===== config.mk =====
export PLATFORM = sky130hd
export DESIGN_NAME = fe_inv
export DESIGN_NICKNAME = d
export VERILOG_FILES = /design/src/rtl/fe_inv.sv
export SDC_FILE = /design/constraint.sdc
export NUM_CORES = 2
export LEC_CHECK = 0
export ABC_CLOCK_PERIOD_IN_PS = 2670
export BUFFER_PORTS_ARGS = -buffer_cell sky130_fd_sc_hd__buf_2
export CAP_MARGIN = 25
export CORE_AREA = 2 2 496 498
export CTS_CLUSTER_DIAMETER = 120
export DETAILED_ROUTE_END_ITERATION = 16
export DIE_AREA = 0 0 498 500
export PLACE_DENSITY = 0.38
export SKIP_CTS_REPAIR_TIMING = 1
export SYNTH_ARGS = -nofsm -noshare
export SYNTH_HDL_FRONTEND = slang
export SYNTH_SLANG_ARGS = --single-unit

===== constraint.sdc =====
create_clock -name clock -period 2.67 [get_ports clock]
set_input_delay 0.534 -clock clock [delete_from_list [all_inputs] [get_ports clock]]
set_output_delay 0.534 -clock clock [all_outputs]
set_load 0.01 [all_outputs]

===== src/rtl/fe_inv.sv =====
// Field inversion over p = 2^255-19 via Fermat: a^(p-2) by left-to-right
// square-and-multiply, driving an external multi-cycle field multiplier.
module fe_inv #(
    parameter int NB    = 255,
    parameter int QUIET = 40
) (
    input  logic          clock,
    input  logic          reset,
    input  logic          start,
    input  logic [NB-1:0] a_in,
    output logic          ready,
    output logic          done,
    output logic [NB-1:0] out,
    output logic          mul_start,
    output logic [NB-1:0] mul_a,
    output logic [NB-1:0] mul_b,
    input  logic          mul_done,
    input  logic [NB-1:0] mul_out
);

    localparam int QW = $clog2(QUIET + 1);

    typedef enum logic [2:0] {
        IDLE,
        SQ_ISSUE,
        SQ_WAIT,
        MU_ISSUE,
        MU_WAIT,
        FINISH
    } state_t;

    state_t        state_q, state_d;
    logic [NB-1:0] acc_q, acc_d;
    logic [NB-1:0] base_q, base_d;
    logic [NB-1:0] out_q, out_d;
    logic [7:0]    i_q, i_d;
    logic          done_q, done_d;
    logic [QW-1:0] quiet_q, quiet_d;

    // Exponent p-2 = 2^255-21: every bit set except bits 4 and 2.
    function automatic logic exp_bit(input logic [7:0] idx);
        return !(idx == 8'd4 || idx == 8'd2);
    endfunction

    assign ready     = (state_q == IDLE) && (quiet_q == '0);
    assign done      = done_q;
    assign out       = out_q;
    assign mul_start = (state_q == SQ_ISSUE) || (state_q == MU_ISSUE);
    // acc and base only change when a product is accepted, so operands
    // stay put for the whole multiplier operation.
    assign mul_a     = acc_q;
    assign mul_b     = ((state_q == MU_ISSUE) || (state_q == MU_WAIT)) ? base_q : acc_q;

    always_comb begin
        state_d = state_q;
        acc_d   = acc_q;
        base_d  = base_q;
        out_d   = out_q;
        i_d     = i_q;
        done_d  = 1'b0;
        quiet_d = (quiet_q != '0) ? quiet_q - QW'(1) : quiet_q;

        case (state_q)
            IDLE: begin
                if (ready && start) begin
                    base_d  = a_in;
                    acc_d   = a_in;
                    i_d     = 8'd253;
                    state_d = SQ_ISSUE;
                end
            end
            SQ_ISSUE: state_d = SQ_WAIT;
            SQ_WAIT: begin
                if (mul_done) begin
                    acc_d = mul_out;
                    if (exp_bit(i_q)) begin
                        state_d = MU_ISSUE;
                    end else if (i_q == 8'd0) begin
                        state_d = FINISH;
                    end else begin
                        i_d     = i_q - 8'd1;
                        state_d = SQ_ISSUE;
                    end
                end
            end
            MU_ISSUE: state_d = MU_WAIT;
            MU_WAIT: begin
                if (mul_done) begin
                    acc_d = mul_out;
                    if (i_q == 8'd0) begin
                        state_d = FINISH;
                    end else begin
                        i_d     = i_q - 8'd1;
                        state_d = SQ_ISSUE;
                    end
                end
            end
            FINISH: begin
                out_d   = acc_q;
                done_d  = 1'b1;
                state_d = IDLE;
            end
            default: state_d = IDLE;
        endcase
    end

    // The quiet window lets a multiplier operation abandoned by reset drain.
    always_ff @(posedge clock) begin
        if (reset) begin
            state_q <= IDLE;
            acc_q   <= '0;
            base_q  <= '0;
            out_q   <= '0;
            i_q     <= '0;
            done_q  <= 1'b0;
            quiet_q <= QW'(QUIET);
        end else begin
            state_q <= state_d;
            acc_q   <= acc_d;
            base_q  <= base_d;
            out_q   <= out_d;
            i_q     <= i_d;
            done_q  <= done_d;
            quiet_q <= quiet_d;
        end
    end

endmodule

# After elaboration in Yosys (flattened, before gate mapping)
# Cells that the tools add are included.
# totals
out_inout_bits,768
in_bits,514
ff_bits,783
elab_cells,54
# op_classes
muxes,17
n_reduce_logical,16
n_eq_ne,12
n_addsub,2
# op_table
operator,n
255-bit two-way mux,3
255-bit one-hot mux with 2 select lines,1
8-bit two-way mux,5
8-bit one-hot mux with 3 select lines,1
3-bit two-way mux,5
3-bit one-hot mux with 5 select lines,1
8-bit by 2-bit equality test with 1-bit output (second input constant),1
8-bit by 3-bit equality test with 1-bit output (second input constant),1
8-bit zero test,1
8-bit by 1-bit subtractor with 8-bit output (second input constant),1
3-bit by 2-bit equality test with 1-bit output (second input constant),2
3-bit equality test (second input constant),2
6-bit zero test,1
2-bit != test (second input constant),3
3-bit AND reduction,2
6-bit nonzero test,1
6-bit by 1-bit subtractor with 6-bit output (second input constant),1
5-bit AND reduction,1
2-bit by 1-bit != test with 1-bit output (second input constant),2
3-bit by 1-bit equality test with 1-bit output (second input constant),1
3-bit zero test,1
1-bit logical OR,3
3-bit nonzero test,1
1-bit logical AND,2
other kinds (4),4

# Depth between registers and ports, before layout
# depth
ltp_word,5
depth_mapped,10

# Worst setup path before layout
# No wires, ideal clock.
# synth_timing
kind,register to output
from,register state_q[2]
to,output port mul_b[204]
arrival_time_ns,1.841
setup_slack_ns,0.295
stages_incl_launch_ff,8
required_ns,2.136
path_cell_list,dfxtp_1 -> buf_2 -> inv_1 -> and3_1 -> a21oi_1 -> clkbuf_1 -> buf_2 -> mux2_2
# synth_via
elab_chain_len,3
elab_cells_between_ends,4
# synth_lines
item,line_no,text
from (decl),32,"state_t state_q, state_d;"
from (signal assigned),118,state_q <= state_d;
3-bit by 2-bit equality test with 1-bit output / 3-bit equality test (equally long branches),52,assign mul_b = ((state_q == MU_ISSUE) || (state_q == MU_WAIT)) ? base_q : acc_q;
1-bit logical OR *,52,
255-bit two-way mux *,52,
to (decl),16,"output logic [NB-1:0] mul_b,"
# Mark *: on every way between the ends. The rest lies on a longest branch, timed or not.

# Worst setup path after layout
# layout_timing
from,register state_q[2]
to,output port mul_b[29]
# The elaborated chain is that of the path after synthesis.

==> results list <==
* Worst Hold Class: in -> reg
- For this block, the routed nets add up to between 200 and 250 mm of wire.
- The cell sitting at the root of the clock tree is a sky130_fd_sc_hd__clkbuf_16.
* Total clock buffers created by CTS: 99
* Detailed-route wire length per cell: 24.2 µm
- Cell with the most instances after synthesis: sky130_fd_sc_hd__nand2_1
* Clock Sinks: 783
- Of the post-synthesis cell area, the dominant cell type holds 0.484.
- After synthesis, the cell types taking the most area are sky130_fd_sc_hd__dfxtp_1 48%, sky130_fd_sc_hd__nand2_1 12%, sky130_fd_sc_hd__mux2_2 8.9%.
- The critical path in this run is classified as reg -> out.
- The routed layout has between 30000 and 40000 vias.
* Final-stage net count: approximately 5600
* Antenna violation net count after detailed routing: 0
* Count of yosys warnings during synthesis: 0
* Clock latency of the later-clocked register in the worst-skew pair: about 800 ps
- Chip Width: between 400 and 500 µm
- After routing the design area is 48600 µm².
- The share of the Yosys chip area taken by registers is 0.484.
* Initial cell density of the core: 0.133
- Routability congestion estimate: 0.930
- Failing checks: negative setup slack
- Largest voltage drop on the vdd net: between 0.0004 and 0.0005 V
- The die covers between 200000 and 250000 µm².
- Final period util: 1.16
- Final std cells w/o fill: 8415
* Slew at the pin with the worst max-slew slack: about 590 ps
* Detailed-route DRC error count: 0
* CP Data Arrival Time: around 2600 ps
- For this run the aggregate overflow at the end of global routing stands at 0.
- Once routing completed, OpenROAD measured the worst setup slack at -429 ps.
* Total count of max-transition violations in the final report: 0
- After floorplanning, the core was sized to cover between 200000 and 250000 µm².
* Synth Flop Type: sky130_fd_sc_hd__dfxtp_1
* Reported leakage power: between 15 and 20 nW
- Hpwl dp: 160 mm
* Startpoint of the most critical setup path: state_q[2]
* Buffers on Ports: around 1300
- Buffer depth of the longest clock path: 3
* Post-synthesis register bit count: roughly 800
- Netlist cell types: 46
- Ranking of synthesized cells by instance count: 1027 x sky130_fd_sc_hd__nand2_1, 783 x sky130_fd_sc_hd__dfxtp_1, 515 x sky130_fd_sc_hd__a21oi_1, 269 x sky130_fd_sc_hd__nor2_1, 257 x sky130_fd_sc_hd__a211oi_1
- For this block, the initial DRC count from the detailed router was 2127.
- After layout, the minimum clock period comes to around 3100 ps.
* Number of cells after detailed placement: 8099
- Of all cell types, the one taking the most synthesized area is sky130_fd_sc_hd__dfxtp_1.
- Share of layout cells above drive strength 1: 0.361
* Fraction of synthesis flops using an asynchronous set or reset pin: 0
- Across the run, the number of max-cap violations was 0.
* Clock Pin Slew Worst Setup and Hold Paths: approximately 60 ps
- From synthesis to final layout, the design area changed by 50.0%.
- Setup repair after global routing could not meet its margin everywhere.
- Once layout is complete, the utilization of the core stands at 0.199.
- Count of mapped cells out of synthesis: between 3000 and 4000
- Number of rows created at floorplan: roughly 180
- Measured against its own limit, the worst slew margin works out to 0.606.
- Timing would allow up to ~320 MHz.
- Mean cell area of the mapped netlist: approximately 8.6 µm²
* Mapped cell area: around 32000 µm²
- Entering global routing, the biggest net connects 89 pins.
- Wire length of the first global-routing pass: around 270 mm
- Setup violations remaining at the end of the flow were counted as ~260.
* H-tree lvl count: 3
- CTS tree: done
- Vias per inst: 3.95
- The count of final hold-check violations is 0.
- Skew final: 78.0 ps
* Worst r2r src: quiet_q[0]
* Top-level I/O count: around 1300
* Outcome: finished with violations
* CP startpoint kind: flop
- In this run the most critical hold path is launched from a_in[126].
- Number of synthesized flops with an enable pin: 0
- The number of antenna violations at the first check in global routing was between 80 and 90.
- Drt first pass iters: 5
- Global router's overall resource usage: 0.154
- Critical path peak fanout: 15
* Req. time, crit path: about 2100 ps
* Vertical extent of the die: ~500 µm
- Kind of capture point of the worst setup path: primary output
- The number of global-route vias before repair was 32259.
- When the netlist entered floorplanning its net count stood at between 4000 and 5000.
* Area after detailed placement: between 40000 and 50000 µm²
* Power Dens Cells: about 560 nW/µm²
cells in the final DEF, fill, tap and decap left out, types with 3 or more instances in the layout:
cell type / count
sky130_fd_sc_hd__buf_2: 1229
sky130_fd_sc_hd__nand2_1: 1027
sky130_fd_sc_hd__dfxtp_1: 780
sky130_fd_sc_hd__a21oi_1: 513
sky130_fd_sc_hd__nor2_1: 267
sky130_fd_sc_hd__a211oi_1: 257
sky130_fd_sc_hd__mux2i_1: 256
sky130_fd_sc_hd__mux2_2: 203
sky130_fd_sc_hd__clkbuf_16: 108
sky130_fd_sc_hd__dlygate4sd3_1: 104
sky130_fd_sc_hd__buf_4: 102
sky130_fd_sc_hd__buf_6: 58
sky130_fd_sc_hd__mux2_4: 52
sky130_fd_sc_hd__buf_12: 51
sky130_fd_sc_hd__clkbuf_1: 32
sky130_fd_sc_hd__diode_2: 29
sky130_fd_sc_hd__clkbuf_8: 16
sky130_fd_sc_hd__inv_1: 7
sky130_fd_sc_hd__nor3_1: 7
sky130_fd_sc_hd__nand2b_1: 5
sky130_fd_sc_hd__o21ai_0: 5
sky130_fd_sc_hd__ha_1: 5
sky130_fd_sc_hd__clkinv_16: 5
sky130_fd_sc_hd__clkinv_2: 5
sky130_fd_sc_hd__nor2b_1: 4
sky130_fd_sc_hd__a31oi_1: 4
sky130_fd_sc_hd__buf_8: 4
sky130_fd_sc_hd__buf_16: 4
sky130_fd_sc_hd__a311oi_1: 3
sky130_fd_sc_hd__bufinv_16: 3
logic make-up (layout without fill, tap and decap cells):
group                    count (synthesis)  count (layout)  share of synthesized area
AND/OR/NAND/NOR                       1329            1329                      0.157
AO/OA/AOI/OAI                          801             801                      0.147
flip-flops                             783             783                      0.484
multiplexers                           511             511                      0.168
buffers and inverters                  329            1733                     0.0420
adder cells (fa/ha/maj)                  5               5                    0.00193
XOR/XNOR                                 4               4                    0.00108
other                                    0              29                          0
state kept, by name (all words and copies together) (netlist names):
name / flops
base_q: 255
state_q: 3
quiet_q: 6
done: 1
out: 255
i_q: 8
mul_a: 255
worst max-delay path, stage by stage, from the launching register on:
cell                      delay [ps]
sky130_fd_sc_hd__dfxtp_2         340
sky130_fd_sc_hd__inv_2            40
sky130_fd_sc_hd__and3_4          150
sky130_fd_sc_hd__a21oi_4         160
sky130_fd_sc_hd__buf_12          150
sky130_fd_sc_hd__buf_16          170
sky130_fd_sc_hd__buf_4           250
sky130_fd_sc_hd__mux2_2          390
sky130_fd_sc_hd__buf_2           150
routing by layer:
metal / GRT usage / wire length, µm / up-vias
met5: 0 / 287 / -
met3: 0.0602 / 21300 / 299
met1: 0.187 / 82800 / 15993
met4: 0.0472 / 6400 / 46
li1: - / - / 15558
met2: 0.248 / 92500 / 1366
worst paths after layout:
check                              endpoint  slack (ps)  cells past startpoint
worst max-delay path              mul_b[29]        -430                      8
worst min-delay path            base_q[126]          30                      3
worst max register to register    mul_a[92]         220                      9
worst min register to register      out[72]         450                      2
final cells by class:
| cell class | count | area [µm²] |
|---|---|---|
| Timing Repair Buffer | 1560 | 10000 |
| Tap cell | 3220 | 4030 |
| Sequential cell | 783 | 15700 |
| Inverter | 8 | 30.0 |
| Multi-Input combinational cell | 2650 | 15600 |
| Antenna cell | 29 | 72.6 |
| Clock buffer | 148 | 2840 |
| Clock inverter | 17 | 310 |
| Fill cell | 27407 | 196000 |
metrics by stage:
stage | power, mW | hold WS, ps | TNS [ps] | worst slack [ps]
2_1_floorplan | 12.8 | 434 | 0 | 295
3_3_place_gp | 13.8 | 440 | 0 | 161
3_5_place_dp | 13.8 | 444 | 0 | 151
4_1_cts | 27.5 | -92.4 | -135290 | -691
5_1_grt | 28.2 | -0.0481 | -113130 | -538
6_report | 27.1 | 28.9 | -81680 | -429
power breakdown:
part | leakage (nW) | switching, mW | internal, mW
clock network | 1.52 | 5.80 | 7.63
logic | 11.5 | 0.981 | 0.778
registers | 6.31 | 0.155 | 11.8
total | 19.4 | 6.94 | 20.2
Power figures use the tool's default switching activity.
